--- src/rtl/lcd_pkg.sv ---
// -----------------------------------------------------------------------------
// lcd_pkg
// Shared definitions for the HD44780 refresh engine: controller state encoding,
// the HD44780 command bytes used by the init sequence and refresh passes, and
// small helpers for compile-time sizing and init-sequence lookup.
// -----------------------------------------------------------------------------
package lcd_pkg;

    typedef enum logic [2:0] {
        S_POWER,
        S_SETUP,
        S_PULSE,
        S_WAIT,
        S_IDLE
    } lcd_state_t;

    localparam logic [7:0] LCD_FUNC_SET = 8'h38;
    localparam logic [7:0] LCD_ENTRY    = 8'h06;
    localparam logic [7:0] LCD_DISP_ON  = 8'h0C;
    localparam logic [7:0] LCD_CLEAR    = 8'h01;
    localparam logic [7:0] LCD_LINE0    = 8'h80;
    localparam logic [7:0] LCD_LINE1    = 8'hC0;
    localparam logic [7:0] LCD_SPACE    = 8'h20;

    // Init sequence length and the position of Clear inside it (Clear needs
    // the long post-transfer wait).
    localparam int INIT_LEN  = 4;
    localparam int CLEAR_IDX = 3;

    function automatic int max_int(input int a, input int b);
        return (a > b) ? a : b;
    endfunction

    function automatic logic [7:0] init_cmd(input int idx);
        case (idx)
            0:       return LCD_FUNC_SET;
            1:       return LCD_ENTRY;
            2:       return LCD_DISP_ON;
            default: return LCD_CLEAR;
        endcase
    endfunction

endpackage

--- src/rtl/lcd_char_buf.sv ---
// -----------------------------------------------------------------------------
// lcd_char_buf
// COLS*ROWS x 8 character buffer holding what the LCD should display.
// Ports:
//   i_clk, i_rst_n   clock, async active-low reset (fills buffer with spaces)
//   i_wr_en          write strobe (caller guarantees the address is in range)
//   i_wr_addr        write index
//   i_wr_data        ASCII code to store
//   i_rd_addr        combinational read index
//   o_rd_data        byte at i_rd_addr
// -----------------------------------------------------------------------------
module lcd_char_buf
    import lcd_pkg::*;
#(
    parameter int DEPTH = 32,
    parameter int AW    = 5
) (
    input  logic          i_clk,
    input  logic          i_rst_n,
    input  logic          i_wr_en,
    input  logic [AW-1:0] i_wr_addr,
    input  logic [7:0]    i_wr_data,
    input  logic [AW-1:0] i_rd_addr,
    output logic [7:0]    o_rd_data
);

    logic [7:0] r_mem [DEPTH];

    always_ff @(posedge i_clk or negedge i_rst_n) begin
        if (!i_rst_n) begin
            for (int i = 0; i < DEPTH; i++) begin
                r_mem[i] <= LCD_SPACE;
            end
        end else if (i_wr_en) begin
            r_mem[i_wr_addr] <= i_wr_data;
        end
    end

    assign o_rd_data = r_mem[i_rd_addr];

endmodule

--- src/rtl/lcd_refresh.sv ---
// -----------------------------------------------------------------------------
// lcd_refresh
// Drives an HD44780 character LCD in 8-bit mode from a local character buffer.
// After reset it waits for LCD power-on, sends the init sequence, performs one
// full redraw, then idles until a redraw is requested (REFRESH, or the buffer
// being dirty when AUTO=1).
// Ports:
//   CLOCK_50          single clock, rising edge
//   RST               async active-low reset
//   WR_EN/WR_ADDR/WR_CHAR  buffer write port (out-of-range addresses ignored)
//   REFRESH           one-cycle redraw request, honoured only when idle
//   BUSY              high whenever the controller is not idle
//   LCD_EN/LCD_RS/LCD_RW/LCD_DATA  HD44780 bus (RW tied low)
// -----------------------------------------------------------------------------
module lcd_refresh
    import lcd_pkg::*;
#(
    parameter int COLS        = 16,
    parameter int ROWS        = 2,
    parameter int POWERON_CYC = 750000,
    parameter int EN_CYC      = 12,
    parameter int CMD_CYC     = 2500,
    parameter int CLR_CYC     = 100000,
    parameter int AUTO        = 0
) (
    input  logic                              CLOCK_50,
    input  logic                              RST,
    input  logic                              WR_EN,
    // One code wider than the last cell so that out-of-range indices can be
    // presented (and rejected) even when COLS*ROWS is a power of two.
    input  logic [$clog2(COLS*ROWS+1)-1:0]    WR_ADDR,
    input  logic [7:0]                        WR_CHAR,
    input  logic                              REFRESH,
    output logic                              BUSY,
    output logic                              LCD_EN,
    output logic                              LCD_RS,
    output logic                              LCD_RW,
    output logic [7:0]                        LCD_DATA
);

    localparam int NCHAR   = COLS * ROWS;
    localparam int BUF_AW  = (NCHAR > 1) ? $clog2(NCHAR) : 1;
    localparam int SEQ_LEN = INIT_LEN + ROWS * (COLS + 1);
    localparam int IDX_W   = $clog2(SEQ_LEN);
    localparam int MAX_CYC = max_int(max_int(POWERON_CYC, EN_CYC), max_int(CMD_CYC, CLR_CYC));
    localparam int CNT_W   = (MAX_CYC > 0) ? $clog2(MAX_CYC + 1) : 1;

    lcd_state_t       r_state, w_state_nx;
    logic [CNT_W-1:0] r_cnt, w_cnt_nx;
    logic [IDX_W-1:0] r_idx, w_idx_nx;
    logic             r_dirty;
    logic             r_rs;
    logic [7:0]       r_data;
    logic             w_seq_rs;
    logic [7:0]       w_seq_data;
    logic [BUF_AW-1:0] w_rd_addr;
    logic [7:0]       w_rd_data;
    logic             w_wr_ok;
    logic             w_start;

    assign w_wr_ok = WR_EN && (32'(WR_ADDR) < 32'(NCHAR));
    assign w_start = REFRESH || ((AUTO != 0) && r_dirty);

    lcd_char_buf #(
        .DEPTH (NCHAR),
        .AW    (BUF_AW)
    ) u_buf (
        .i_clk     (CLOCK_50),
        .i_rst_n   (RST),
        .i_wr_en   (w_wr_ok),
        .i_wr_addr (BUF_AW'(WR_ADDR)),
        .i_wr_data (WR_CHAR),
        .i_rd_addr (w_rd_addr),
        .o_rd_data (w_rd_data)
    );

    // Sequence index -> transfer. Indices below INIT_LEN are the init
    // commands; the rest form the redraw pass, laid out per row as one
    // line-address command followed by COLS characters.
    always_comb begin
        int p;
        int row;
        int col;
        p          = 0;
        row        = 0;
        col        = 0;
        w_seq_rs   = 1'b0;
        w_seq_data = 8'h00;
        w_rd_addr  = '0;
        if (int'(r_idx) < INIT_LEN) begin
            w_seq_data = init_cmd(int'(r_idx));
        end else begin
            p   = int'(r_idx) - INIT_LEN;
            row = p / (COLS + 1);
            col = p % (COLS + 1);
            if (col == 0) begin
                w_seq_data = (row == 0) ? LCD_LINE0 : LCD_LINE1;
            end else begin
                w_seq_rs   = 1'b1;
                w_rd_addr  = BUF_AW'(row * COLS + col - 1);
                w_seq_data = w_rd_data;
            end
        end
    end

    always_ff @(posedge CLOCK_50 or negedge RST) begin
        if (!RST) begin
            r_state <= S_POWER;
            r_cnt   <= CNT_W'(POWERON_CYC);
            r_idx   <= '0;
        end else begin
            r_state <= w_state_nx;
            r_cnt   <= w_cnt_nx;
            r_idx   <= w_idx_nx;
        end
    end

    // One shared down-counter times every phase; it is reloaded on each
    // phase entry and a phase ends when it reaches 1.
    always_comb begin
        w_state_nx = r_state;
        w_cnt_nx   = r_cnt;
        w_idx_nx   = r_idx;
        case (r_state)
            S_POWER: begin
                if (r_cnt <= CNT_W'(1)) begin
                    w_state_nx = S_SETUP;
                    w_idx_nx   = '0;
                end else begin
                    w_cnt_nx = r_cnt - CNT_W'(1);
                end
            end
            S_SETUP: begin
                w_state_nx = S_PULSE;
                w_cnt_nx   = CNT_W'(EN_CYC);
            end
            S_PULSE: begin
                if (r_cnt <= CNT_W'(1)) begin
                    w_state_nx = S_WAIT;
                    w_cnt_nx   = (r_idx == IDX_W'(CLEAR_IDX)) ? CNT_W'(CLR_CYC) : CNT_W'(CMD_CYC);
                end else begin
                    w_cnt_nx = r_cnt - CNT_W'(1);
                end
            end
            S_WAIT: begin
                if (r_cnt <= CNT_W'(1)) begin
                    if (r_idx == IDX_W'(SEQ_LEN - 1)) begin
                        w_state_nx = S_IDLE;
                    end else begin
                        w_state_nx = S_SETUP;
                        w_idx_nx   = r_idx + IDX_W'(1);
                    end
                end else begin
                    w_cnt_nx = r_cnt - CNT_W'(1);
                end
            end
            S_IDLE: begin
                if (w_start) begin
                    w_state_nx = S_SETUP;
                    w_idx_nx   = IDX_W'(INIT_LEN);
                end
            end
            default: begin
                w_state_nx = S_POWER;
                w_cnt_nx   = CNT_W'(POWERON_CYC);
            end
        endcase
    end

    // RS/DATA are driven combinationally during setup and then frozen, so a
    // buffer write mid-transfer cannot disturb the byte on the bus. Dirty is
    // cleared when a pass starts; a simultaneous write keeps it set.
    always_ff @(posedge CLOCK_50 or negedge RST) begin
        if (!RST) begin
            r_rs    <= 1'b0;
            r_data  <= 8'h00;
            r_dirty <= 1'b0;
        end else begin
            if (r_state == S_SETUP) begin
                r_rs   <= w_seq_rs;
                r_data <= w_seq_data;
            end
            if (w_wr_ok) begin
                r_dirty <= 1'b1;
            end else if ((r_state == S_SETUP) && (r_idx == IDX_W'(INIT_LEN))) begin
                r_dirty <= 1'b0;
            end
        end
    end

    assign BUSY     = (r_state != S_IDLE);
    assign LCD_EN   = (r_state == S_PULSE);
    assign LCD_RS   = (r_state == S_SETUP) ? w_seq_rs : r_rs;
    assign LCD_DATA = (r_state == S_SETUP) ? w_seq_data : r_data;
    assign LCD_RW   = 1'b0;

endmodule

--- config.mk ---
export PLATFORM = sky130hd
export DESIGN_NAME = lcd_refresh
export DESIGN_NICKNAME = d
export VERILOG_FILES = /design/src/rtl/lcd_pkg.sv /design/src/rtl/lcd_char_buf.sv /design/src/rtl/lcd_refresh.sv
export SDC_FILE = /design/constraint.sdc
export NUM_CORES = 1
export LEC_CHECK = 0
export BUFFER_PORTS_ARGS = -buffer_cell sky130_fd_sc_hd__buf_2
export CAP_MARGIN = 25
export CORE_MARGIN = 1.5
export CORE_UTILIZATION = 40
export DETAILED_ROUTE_END_ITERATION = 7
export SYNTH_ARGS = -nofsm -noshare
export SYNTH_HDL_FRONTEND = slang
export SYNTH_SLANG_ARGS = --single-unit
--- constraint.sdc ---
create_clock -name CLOCK_50 -period 12.92 [get_ports CLOCK_50]
set_clock_uncertainty 0.05 [all_clocks]
set_input_delay 1.292 -clock CLOCK_50 [delete_from_list [all_inputs] [get_ports CLOCK_50]]
set_output_delay 1.292 -clock CLOCK_50 [all_outputs]
set_load 0.01 [all_outputs]
==> metrics.md <==
| Metric | Value |
|---|---|
| Status | `finished, final reports clean` |
| Number of setup buffers added after CTS | `0` |
| Cell variety after synth | `94` |
| RePlAce Congestion | `0.8601` |
| Top cells by area, synth | `dfrtp_1 40%, mux2_2 18%, dfstp_2 7.0%` |
| Cells after Synth | `1408` |
| Die ar. | `40850 µm²` |
| I/O pin total | `30` |
| Slowest CP cell | `a311oi_2` |
| GR Overflow Total | `0` |
| Initial DRC Count | `870` |
| Pins Over Slew Limit | `0` |
| Die Wd | `202.1 µm` |
| Critical path endpoint | `LCD_DATA[1]` |
| Critical path origin | `r_idx[2]` |
| Initial core utilization | `40.75%` |
| Antenna violations before repair | `0` |
| Via count | `11650` |
| Post-synth design cell area | `15860 µm²` |
| Clock Sinks | `294` |
| Xor/xnor cell area share of the yosys netlist | `1.389%` |
| DP HPWL | `29440 µm` |
| Tcrit/Tclk final | `82.13%` |
| Worst-Skew Late Latency | `0.52 ns` |
| Vias in the first global route | `11650` |
| R2R cell count | `28` |
| Leak Pwr | `7.853 nW` |
| Diode count | `0` |
| Post_cts resized | `0` |
| CP Capture Type | `primary output` |
| Yosys top cell area share | `39.76%` |
| Period minus WS final | `10.61 ns` |
| WP data required | `11.58 ns` |
| Total negative slack | `0 ns` |
| Layout cells sized above 1 | `32.13%` |
| Synth Area in Adders | `1.862%` |
| Row count | `72` |
| Async set-or-reset flop fraction in the synthesized netlist | `100.0%` |
| Largest net degree at the start of global routing | `83` |
| Most frequently used flop master after synthesis | `dfrtp_1` |
| Post-synthesis average cell area | `11.26 µm²` |
| Gr usage total | `22.06%` |
| Mux cell area share after synthesis | `23.38%` |
| Slew @ Worst Pin | `1.088 ns` |
| Slew HR | `27.22%` |
| Layout net count | `1454` |
| R2r startpoint | `r_idx[2]` |
| Combinational family with the most area after synthesis | `multiplexers` |
| Vias/cell | `5.956` |
| Register area share after synthesis | `46.72%` |
| DR pass1 iterations | `5` |
| Max-cap violations | `0` |
| Worst path max stage delay | `0.88 ns` |
| Clock root buffer | `clkbuf_16` |
| Peak VDD IR | `0.07249 mV` |
| CTS Buf Count | `34` |
| WS Path Type | `flip-flop to primary output` |
| Yosys reg bits | `294` |
| Hold buffer count at CTS | `0` |
| RSZ-0062 raised after global routing | `false` |
| Worst Path Max Fanout | `47` |
| Area growth from synthesis to layout | `11.45%` |
| Terminus of the critical flop-to-flop path | `r_data[1]` |
| PortBufs | `28` |
| Syn. warnings | `0` |
| Drt total wl | `44690 µm` |
| CP most frequent cell | `ha_1` |
| Hold Vio Cnt, Final | `0` |
| Crit path DAT | `9.27 ns` |
| Worst-path clk slew | `0.06 ns` |
| DRC violations left | `0` |
| Post-route ant nets | `0` |
| Mapped Nets | `1449` |
| PwrDens | `128.6 nW/µm²` |
| CTS tree | `done` |
| Complex-gate fraction of the synthesized area | `11.97%` |
| WL per Instance | `22.85 µm` |
| Worst hold path class | `flip-flop to flip-flop` |
| Clock Tree Buf Depth | `3` |
| Post-synth EDFFs | `0` |
| Area share of and/or/nand/nor cells after synthesis | `11.61%` |
| FF-to-FF setup slack | `4.20 ns` |
| Die H | `202.1 µm` |
| Worst setup margin | `2.309 ns` |
| Fmax | `94.24 MHz` |
| Area of the core | `38920 µm²` |
| Most frequent cells in the layout | `259 x mux2_2, 252 x dfrtp_1, 118 x nand2_1` |
| Post-Place Setup Slack | `3.000 ns` |
| First-pass GRT wire length | `69770 µm` |
| Leading cell type in the layout, fill and taps excluded | `mux2_2` |
| CP Launch Type | `flip-flop` |
| Top cell type by total area after synthesis | `dfrtp_1` |
| H-tree depth | `2` |
| # setup viols final | `0` |
| Filler cell count | `3645` |
flip-flops by register name (all words and copies together) (netlist names):
name and cells:
r_rs 1, r_cnt 20, r_data 8, r_idx 6, u_buf.r_mem 256, r_state 3
final cells by class:
type	instances	area, µm²	share of cell area [%]
multi-input combinational	1002	7989	45.20
sequential	294	7410	41.92
clock buffer	56	1055	5.968
tap	518	648.1	3.667
timing repair buffer	54	389.1	2.202
inverter	27	102.6	0.5805
clock inverter	5	81.33	0.4601
cells in the mapped netlist (all sizes together) (6+ instances only):
| master | instances |
|---|---|
| xnor2 | 14 |
| dfstp | 42 |
| buf | 23 |
| nor3 | 33 |
| nor3b | 8 |
| a31oi | 19 |
| nand2 | 118 |
| or2 | 6 |
| a311oi | 7 |
| o31ai | 10 |
| o211ai | 9 |
| xor2 | 6 |
| o21ai | 63 |
| and2 | 6 |
| nand3 | 27 |
| o22ai | 6 |
| a21oi | 53 |
| nor2 | 94 |
| ha | 22 |
| mux4 | 19 |
| inv | 26 |
| a211oi | 15 |
| or3 | 16 |
| o21a | 7 |
| clkbuf | 62 |
| mux2i | 35 |
| nand4 | 11 |
| and3 | 13 |
| o311ai | 7 |
| dfrtp | 252 |
| o22a | 13 |
| nand2b | 11 |
| mux2 | 259 |
| nor4 | 11 |
power breakdown:
group | switching (W) | total (W) | internal (W)
Combinational | 0.0000947 | 0.000207 | 0.000112
Clock | 0.000378 | 0.000974 | 0.000597
Sequential | 0.0000537 | 0.00109 | 0.00104
Total | 0.000526 | 0.00227 | 0.00175
worst min path at each step:
stage	startpoint	end	slack (ns)	cells past startpoint
finish	r_cnt[8]	r_cnt[8]	0.44	2
global route	u_buf.r_mem[180]	u_buf.r_mem[180]	0.46	1
CTS	r_cnt[8]	r_cnt[8]	0.45	2
detailed placement	r_cnt[8]	r_cnt[8]	0.44	2
global placement	r_cnt[8]	r_cnt[8]	0.43	2
floorplan	r_cnt[11]	r_cnt[11]	0.41	2
logic make-up after synthesis:
| family | after synthesis |
|---|---|
| fa+ha+maj | 23 |
| buf+inv | 112 |
| flops | 294 |
| other cells | 1 |
| compound gates | 266 |
| simple gates | 377 |
| xor+xnor | 22 |
| mux | 313 |
per-stage QoR:
step | hold slack (ns) | util (%) | cells | total power (W) | area (µm²)
6_report | 0.4444 | 45.42 | 1956 | 0.002273 | 17670
5_1_grt | 0.4599 | 45.42 | 1956 | 0.002364 | 17670
4_1_cts | 0.4460 | 45.24 | 1951 | 0.002293 | 17600
3_5_place_dp | 0.4377 | 42.32 | 1890 | 0.001312 | 16470
3_3_place_gp | 0.4265 | 42.21 | 1886 | 0.001301 | 16430
2_1_floorplan | 0.4135 | - | 1408 | 0.001234 | 15860
layer usage:
layer,part of all wire [%],up-vias,global-route usage (%)
met4,2.4,0,6.323
met2,45,336,34.81
met5,0,-,0
met1,46,6010,30.61
met3,6.6,76,4.724
li1,-,5228,-
worst max-delay path: cells and delay by family (launching register included):
family,cells,cell delay [ns]
AO/OA/AOI/OAI,6,2.28
adder cells (fa/ha/maj),6,1.93
buffers and inverters,7,1.24
AND/OR/NAND/NOR,5,1.08
XOR/XNOR,3,1.06
flip-flops,1,0.59
multiplexers,2,0.52
Power figures use the tool's default switching activity.
